===== config.mk =====
export PLATFORM = sky130hd
export DESIGN_NAME = wb_addr_window_adapter
export DESIGN_NICKNAME = d
export VERILOG_FILES = /design/src/rtl/wb_addr_window_adapter.sv
export SDC_FILE = /design/constraint.sdc
export NUM_CORES = 1
export LEC_CHECK = 0
export BUFFER_PORTS_ARGS = -buffer_cell sky130_fd_sc_hd__buf_2
export CORE_AREA = 2 2 104 106
export CTS_CLUSTER_SIZE = 14
export DETAILED_ROUTE_END_ITERATION = 8
export DIE_AREA = 0 0 106 108
export PLACE_DENSITY = 0.84
export SYNTH_ARGS = -nofsm -noshare
export SYNTH_HDL_FRONTEND = slang
export SYNTH_SLANG_ARGS = --single-unit

===== constraint.sdc =====
create_clock -name clk_i -period 1.4 [get_ports clk_i]
set_input_delay 0.28 -clock clk_i [delete_from_list [all_inputs] [get_ports clk_i]]
set_output_delay 0.28 -clock clk_i [all_outputs]
set_load 0.1 [all_outputs]

===== src/rtl/wb_addr_window_adapter.sv =====
// Wishbone classic address-window adapter: rebases one aligned window of a wide
// upstream bus onto a narrower downstream bus through a single register stage.
module wb_addr_window_adapter #(
  parameter int unsigned                IN_ADDR_WIDTH  = 32,
  parameter int unsigned                OUT_ADDR_WIDTH = 16,
  parameter int unsigned                DATA_WIDTH     = 32,
  parameter logic [IN_ADDR_WIDTH-1:0]   WIN_BASE       = '0,
  parameter int unsigned                WIN_SIZE_LOG2  = 16,
  parameter int unsigned                TIMEOUT_CYCLES = 256
) (
  input  logic                        clk_i,
  input  logic                        rst_i,
  input  logic                        i_cyc,
  input  logic                        i_stb,
  input  logic                        i_we,
  input  logic [IN_ADDR_WIDTH-1:0]    i_adr,
  input  logic [DATA_WIDTH-1:0]       i_dat_w,
  input  logic [DATA_WIDTH/8-1:0]     i_sel,
  input  logic [2:0]                  i_cti,
  input  logic [1:0]                  i_bte,
  output logic [DATA_WIDTH-1:0]       i_dat_r,
  output logic                        i_ack,
  output logic                        i_err,
  output logic                        o_cyc,
  output logic                        o_stb,
  output logic                        o_we,
  output logic [OUT_ADDR_WIDTH-1:0]   o_adr,
  output logic [DATA_WIDTH-1:0]       o_dat_w,
  output logic [DATA_WIDTH/8-1:0]     o_sel,
  output logic [2:0]                  o_cti,
  output logic [1:0]                  o_bte,
  input  logic [DATA_WIDTH-1:0]       o_dat_r,
  input  logic                        o_ack,
  input  logic                        o_err,
  output logic                        timeout_o
);

  localparam int unsigned SEL_W = DATA_WIDTH / 8;
  localparam int unsigned CNT_W = (TIMEOUT_CYCLES > 2) ? $clog2(TIMEOUT_CYCLES) : 1;
  localparam logic [CNT_W-1:0] CNT_LAST =
    (TIMEOUT_CYCLES == 0) ? '0 : CNT_W'(TIMEOUT_CYCLES - 1);
  localparam bit TMO_EN = (TIMEOUT_CYCLES != 0);

  typedef enum logic [1:0] {
    S_IDLE,
    S_FWD,
    S_RESP,
    S_LERR
  } state_t;

  state_t                      state_q, state_d;
  logic [CNT_W-1:0]            cnt_q, cnt_d;
  logic [OUT_ADDR_WIDTH-1:0]   adr_q, adr_d;
  logic [DATA_WIDTH-1:0]       dat_w_q, dat_w_d;
  logic [SEL_W-1:0]            sel_q, sel_d;
  logic                        we_q, we_d;
  logic [DATA_WIDTH-1:0]       dat_r_q, dat_r_d;
  logic                        err_q, err_d;
  logic                        tmo_q, tmo_d;

  logic                        hit;
  logic [OUT_ADDR_WIDTH-1:0]   rebased;

  // Bursts are degraded to classic cycles, so the burst hints are never consumed.
  logic unused_burst;
  assign unused_burst = ^{i_cti, i_bte};

  if (WIN_SIZE_LOG2 >= IN_ADDR_WIDTH) begin : g_all_hit
    assign hit = 1'b1;
  end else begin : g_cmp
    assign hit = (i_adr[IN_ADDR_WIDTH-1:WIN_SIZE_LOG2] ==
                  WIN_BASE[IN_ADDR_WIDTH-1:WIN_SIZE_LOG2]);
  end

  assign rebased = OUT_ADDR_WIDTH'(i_adr[WIN_SIZE_LOG2-1:0]);

  always_ff @(posedge clk_i) begin
    if (rst_i) begin
      state_q <= S_IDLE;
      cnt_q   <= '0;
      adr_q   <= '0;
      dat_w_q <= '0;
      sel_q   <= '0;
      we_q    <= 1'b0;
      dat_r_q <= '0;
      err_q   <= 1'b0;
      tmo_q   <= 1'b0;
    end else begin
      state_q <= state_d;
      cnt_q   <= cnt_d;
      adr_q   <= adr_d;
      dat_w_q <= dat_w_d;
      sel_q   <= sel_d;
      we_q    <= we_d;
      dat_r_q <= dat_r_d;
      err_q   <= err_d;
      tmo_q   <= tmo_d;
    end
  end

  always_comb begin
    state_d = state_q;
    cnt_d   = cnt_q;
    adr_d   = adr_q;
    dat_w_d = dat_w_q;
    sel_d   = sel_q;
    we_d    = we_q;
    dat_r_d = dat_r_q;
    err_d   = err_q;
    tmo_d   = tmo_q;
    unique case (state_q)
      S_IDLE: begin
        err_d = 1'b0;
        tmo_d = 1'b0;
        cnt_d = '0;
        if (i_cyc && i_stb) begin
          if (hit) begin
            state_d = S_FWD;
            adr_d   = rebased;
            dat_w_d = i_dat_w;
            sel_d   = i_sel;
            we_d    = i_we;
          end else begin
            state_d = S_LERR;
          end
        end
      end
      S_FWD: begin
        // Abort beats any termination; ERR beats ACK; a real termination beats the timeout.
        if (!i_cyc) begin
          state_d = S_IDLE;
          cnt_d   = '0;
        end else if (o_err) begin
          state_d = S_RESP;
          err_d   = 1'b1;
          cnt_d   = '0;
        end else if (o_ack) begin
          state_d = S_RESP;
          err_d   = 1'b0;
          dat_r_d = o_dat_r;
          cnt_d   = '0;
        end else if (TMO_EN && (cnt_q == CNT_LAST)) begin
          state_d = S_RESP;
          err_d   = 1'b1;
          tmo_d   = 1'b1;
          cnt_d   = '0;
        end else begin
          cnt_d = cnt_q + 1'b1;
        end
      end
      S_RESP:  state_d = S_IDLE;
      S_LERR:  state_d = S_IDLE;
      default: state_d = S_IDLE;
    endcase
  end

  always_comb begin
    o_cyc     = (state_q == S_FWD);
    o_stb     = (state_q == S_FWD);
    i_ack     = (state_q == S_RESP) && !err_q;
    i_err     = (state_q == S_LERR) || ((state_q == S_RESP) && err_q);
    timeout_o = (state_q == S_RESP) && tmo_q;
  end

  assign o_adr   = adr_q;
  assign o_dat_w = dat_w_q;
  assign o_sel   = sel_q;
  assign o_we    = we_q;
  assign o_cti   = 3'b000;
  assign o_bte   = 2'b00;
  assign i_dat_r = dat_r_q;

endmodule


# Yosys cells after proc, flatten, opt, wreduce, memory -nomap -nowiden
# Index checks and enable logic that the tools add are counted.
[totals] regBits=97 latchBits=0 mem_bits_rw=0 romBits=0 input_bits=112 mem_count=0
[classes] addsub=1 n_mul=0 div=0 n_lt_le_gt_ge=0 eq_ne=11 shifts=0 mux=21 bitwise_logic=1 n_reduce_logical=15
[ops] op="8-bit two-way mux" n=4
[ops] op="16-bit logical NOT" n=1
[ops] op="8-bit one-hot mux with 2 select lines" n=1
[ops] op="2-bit two-way mux" n=6
[ops] op="8-bit by 1-bit adder with 8-bit output, second input constant" n=1
[ops] op="8-bit == test, second input constant" n=1
[ops] op="2-bit inequality test, second input constant" n=4
[ops] op="1-bit two-way mux" n=7
[ops] op="2-bit one-hot mux with 3 select lines" n=1
[ops] op="3-bit AND reduction" n=2
[ops] op="5-bit by 2-bit inequality test with 1-bit output, second input constant" n=1
[ops] op="5-bit AND reduction" n=1
[ops] op="2-bit == test, second input constant" n=2
[ops] op="1-bit logical AND" n=4
[ops] op="4-bit by 1-bit inequality test with 1-bit output, second input constant" n=1
[ops] op="1-bit one-hot mux with 2 select lines" n=2
[ops] op="4-bit AND reduction" n=1
[ops] op="2-bit by 1-bit == test with 1-bit output, second input constant" n=1
[ops] op="2-bit logical NOT" n=1
[ops] op="2-bit by 1-bit inequality test with 1-bit output, second input constant" n=1
[ops] op="2-bit AND reduction" n=1
[ops] op="2-bit nonzero test" n=1
[ops] op="2-bit OR reduction" n=1
[ops] op="1-bit logical NOT" n=1
[ops] op="other kinds (2)" n=2

# Logic depth before layout (Yosys ltp)
[depth] ltp_word=6 mapped_depth=7

# Worst setup path before layout
# OpenSTA, ideal clock, no wires.
[synth_path] path_kind="register -> output" start="reg state_q[1]" end="out timeout_o" t_arrival_ns=3.004 required_ns=1.120 setup_slack_ns=-1.884 stages_incl_launch_ff=4 path_buffers=1 path_cell_list="dfxtp_1 -> clkbuf_1 -> inv_1 -> nor3b_1"
[synth_between] elab_chain_cells=2
[synth_lines] element="start, declared" line_no="51" text="state_t state_q, state_d;"
[synth_lines] element="start signal, assigned" line_no="89" text="state_q <= state_d;"
[synth_lines] element="2-bit == test" line_no="162" text="timeout_o = (state_q == S_RESP) && tmo_q;"
[synth_lines] element="1-bit logical AND" line_no="162"
[synth_lines] element="end, declared" line_no="35" text="output logic timeout_o"
# No other way between the ends.

# Worst setup path after layout
# Ends and elaborated chain as after synthesis.

==> metrics.md <==
| Metric | Value |
|---|---|
| Status | `complete, but fails checks` |
| Failing checks | `negative setup slack` |
| Post-route cell area | `6770 um^2` |
| Cells after Synth | `466` |
| Final Slew Violations | `0` |
| DR pass1 iterations | `6` |
| HP Class | `in2reg` |
| Number of cell rows | `37` |
| Final min period | `1.69 ns` |
| Post-synth top cells | `nand2b_1 (106), dfxtp_1 (97), nand2_1 (72)` |
| Post-synth ARST share | `0%` |
| Placed cells | `801` |
| PortBufs | `196` |
| Area delta synth->final | `58.2%` |
| Via Count | `4133` |
| Synth top area share | `45.4%` |
| FMAX | `592 MHz` |
| Die X | `106 um` |
| Final hold vios | `0` |
| All-layer global routing usage | `20.1%` |
| Final WS setup | `-0.290 ns` |
| Ports | `207` |
| Largest net degree at the start of global routing | `63` |
| Seq/Total Area, Yosys | `45.4%` |
| Worst-Skew Late Latency | `0.35 ns` |
| Overflow after GRT | `0` |
| Initial antenna violation count | `0` |
| Startpoint Class | `flip-flop` |
| Overall Power | `0.00537 W` |
| Delay-heaviest family, CP | `buffers and inverters` |
| GP Congestion | `0.777` |
| Met3 Track Usage GR | `5.42%` |
| Routed Antenna Nets | `0` |
| Die Height | `108 um` |
| Max Clock Skew | `0.0118 ns` |
| Final #Nets | `815` |
| Total negative slack | `-14.00 ns` |
| Synth top area cells | `dfxtp_1 (45%), nand2b_1 (15%), mux2i_1 (12%), nand2_1 (6.3%), a21oi_1 (4.3%)` |
| Via/cell ratio | `4.91` |
| Final hold slack | `0.157 ns` |
| M1 GR Usage | `22.8%` |
| Wire length per cell | `15.0 um` |
| Final worst path period share | `121%` |
| Leak Pwr | `2.78 nW` |
| Max clock buf depth | `2` |
| Power per cell area | `794 nW/um^2` |
| Post-synth EDFFs | `0` |
| Diode count | `0` |
| Met2 global-route usage | `36.9%` |
| Final std cells w/o fill | `842` |
| CP Capture Type | `output pin` |
| Clock-pin slew on the worst setup and hold paths | `0.09 ns` |
| Max incr delay on CP | `0.36 ns` |
| Num CTS Buffers | `9` |
| Remaining DRCs | `0` |
| Core area | `10200 um^2` |
| Vias in the first global route | `4066` |
| TritonCTS clock tree | `built` |
| Placed inst area | `5700 um^2` |
| Synth Flop Type | `dfxtp_1` |
| Area leader, netlist | `dfxtp_1` |
| Clock sink total | `97` |
| Peak supply drop | `0.000424 V` |
| Grt peak-use layer | `met2` |
| First-pass GRT wire length | `18600 um` |
| Cell with the most instances after synthesis | `nand2b_1` |
| Worst Setup Path Type | `reg2out` |
| Die area | `11400 um^2` |
| Mean Syn Cell Area | `9.18 um^2` |
| H-tree Lvls | `3` |
| Clock root buffer | `clkbuf_8` |
| Slowest CP cell | `dfxtp_4` |
| Maxcap violations | `0` |
| # setup viols final | `99` |
| Critical Path RT | `1.12 ns` |
| Yosys warnings | `0` |
| Mapped Area | `4280 um^2` |
| Flops & latches, synth | `97` |
| Netlist cell types | `40` |
| CP Max Fanout | `4` |
| Buf+Inv Stages, Crit Path | `3` |
| Layout cell share with drive strength beyond 1 | `47.2%` |
| Crit-path cells | `buf_6 > clkinvlp_4 > nor3b_4 > buf_12` |
| Post-Route WL | `12600 um` |
| Worst Path Arrival | `1.41 ns` |
| Initial DRC count | `212` |
| RSZ-0062 raised after global routing | `yes` |
| HPWL after DPL | `8100 um` |
| Initial Util | `41.8%` |
-- routing by layer --
| layer | up-vias | share of wire, % |
|---|---|---|
| li1 | 2001 | - |
| met1 | 1927 | 40 |
| met2 | 180 | 52 |
| met3 | 25 | 6.7 |
| met4 | 0 | 2.1 |
| met5 | - | 0 |
-- stage by stage --
| step | setup slack (ns) | util, % |
|---|---|---|
| 3_3_place_gp | -0.184 | 55.7 |
| 5_1_grt | -0.355 | 66.2 |
| 2_1_floorplan | -0.380 | - |
| 3_5_place_dp | -0.263 | 55.7 |
| 6_report | -0.290 | 66.2 |
| 4_1_cts | -0.319 | 62.7 |
-- worst paths after layout --
check,startpoint,to,slack (ns),cells after the start
max,state_q[1]$_SDFFE_PP0P_,timeout_o,-0.29,4
min,o_dat_r[30],i_dat_r[30]$_SDFFE_PP0P_,0.16,3
max reg2reg,state_q[1]$_SDFFE_PP0P_,i_dat_r[9]$_SDFFE_PP0P_,-0.26,9
min reg2reg,i_dat_r[30]$_SDFFE_PP0P_,i_dat_r[30]$_SDFFE_PP0P_,0.46,2
-- tightest hold or removal path, cell delays in order --
cell and delay [ns]:
buf_2 0.09, nand2_1 0.04, a21oi_1 0.05
-- placed cells by master (no fill, tap or decap), types with 2 or more instances in the layout --
cell type,count
mux2i_2,3
buf_8,5
clkbuf_8,10
nor4_4,4
conb_1,5
dfxtp_4,2
clkbuf_16,4
a21oi_2,20
nand3b_1,2
nand2_2,14
buf_2,105
nand2_1,58
a31oi_1,4
buf_4,116
dfxtp_1,95
nand2b_1,106
nor3_1,2
buf_16,3
or3_1,3
nor2_4,2
mux2i_1,49
inv_1,2
nor2_1,8
buf_12,16
a21oi_1,17
and3_1,2
clkbuf_1,2
nand3_1,7
buf_6,8
bufinv_16,2
-- state kept, by name, indices dropped and copies added, names as in the netlist --
name     cells
i_dat_r     32
o_dat_w     32
o_adr       16
cnt_q        8
o_sel        4
state_q      2
err_q        1
o_we         1
tmo_q        1
-- area by class of cell --
class                      count  area [um^2]
multi-input combinational    334         2360
clock buffer                  12          145
fill                         776         3460
clock inverter                 3         65.1
tap                          136          170
inverter                       3         15.0
timing repair buffer         257         2060
sequential                    97         1950
-- cell families (layout without fill, tap and decap cells) --
kind of cell               Yosys count  count (layout)  synth area share [%]
and+or+nand+nor                    225             225                  29.3
other                                1               5                0.0876
DFF                                 97              97                  45.4
adders and majority gates            1               1                 0.292
buffers and inverters               39             275                  6.02
muxes                               53              53                  12.4
AOI/OAI and AO/OA                   50              50                  6.52
-- where the power goes --
| group | internal (W) | switching [W] |
|---|---|---|
| Combinational | 0.000298 | 0.000356 |
| Clock | 0.00105 | 0.000901 |
| Sequential | 0.00276 | 0.00000864 |
-- timing repair --
item,4_1_cts,5_1_grt
buffers inserted,10,7
pin swaps,10,25
hold buffers,0,0
hold endpoints to repair,0,0
resized for setup,116,44
setup endpoints to repair,150,101
gates cloned,3,6
(Power assumes the default switching activity.)
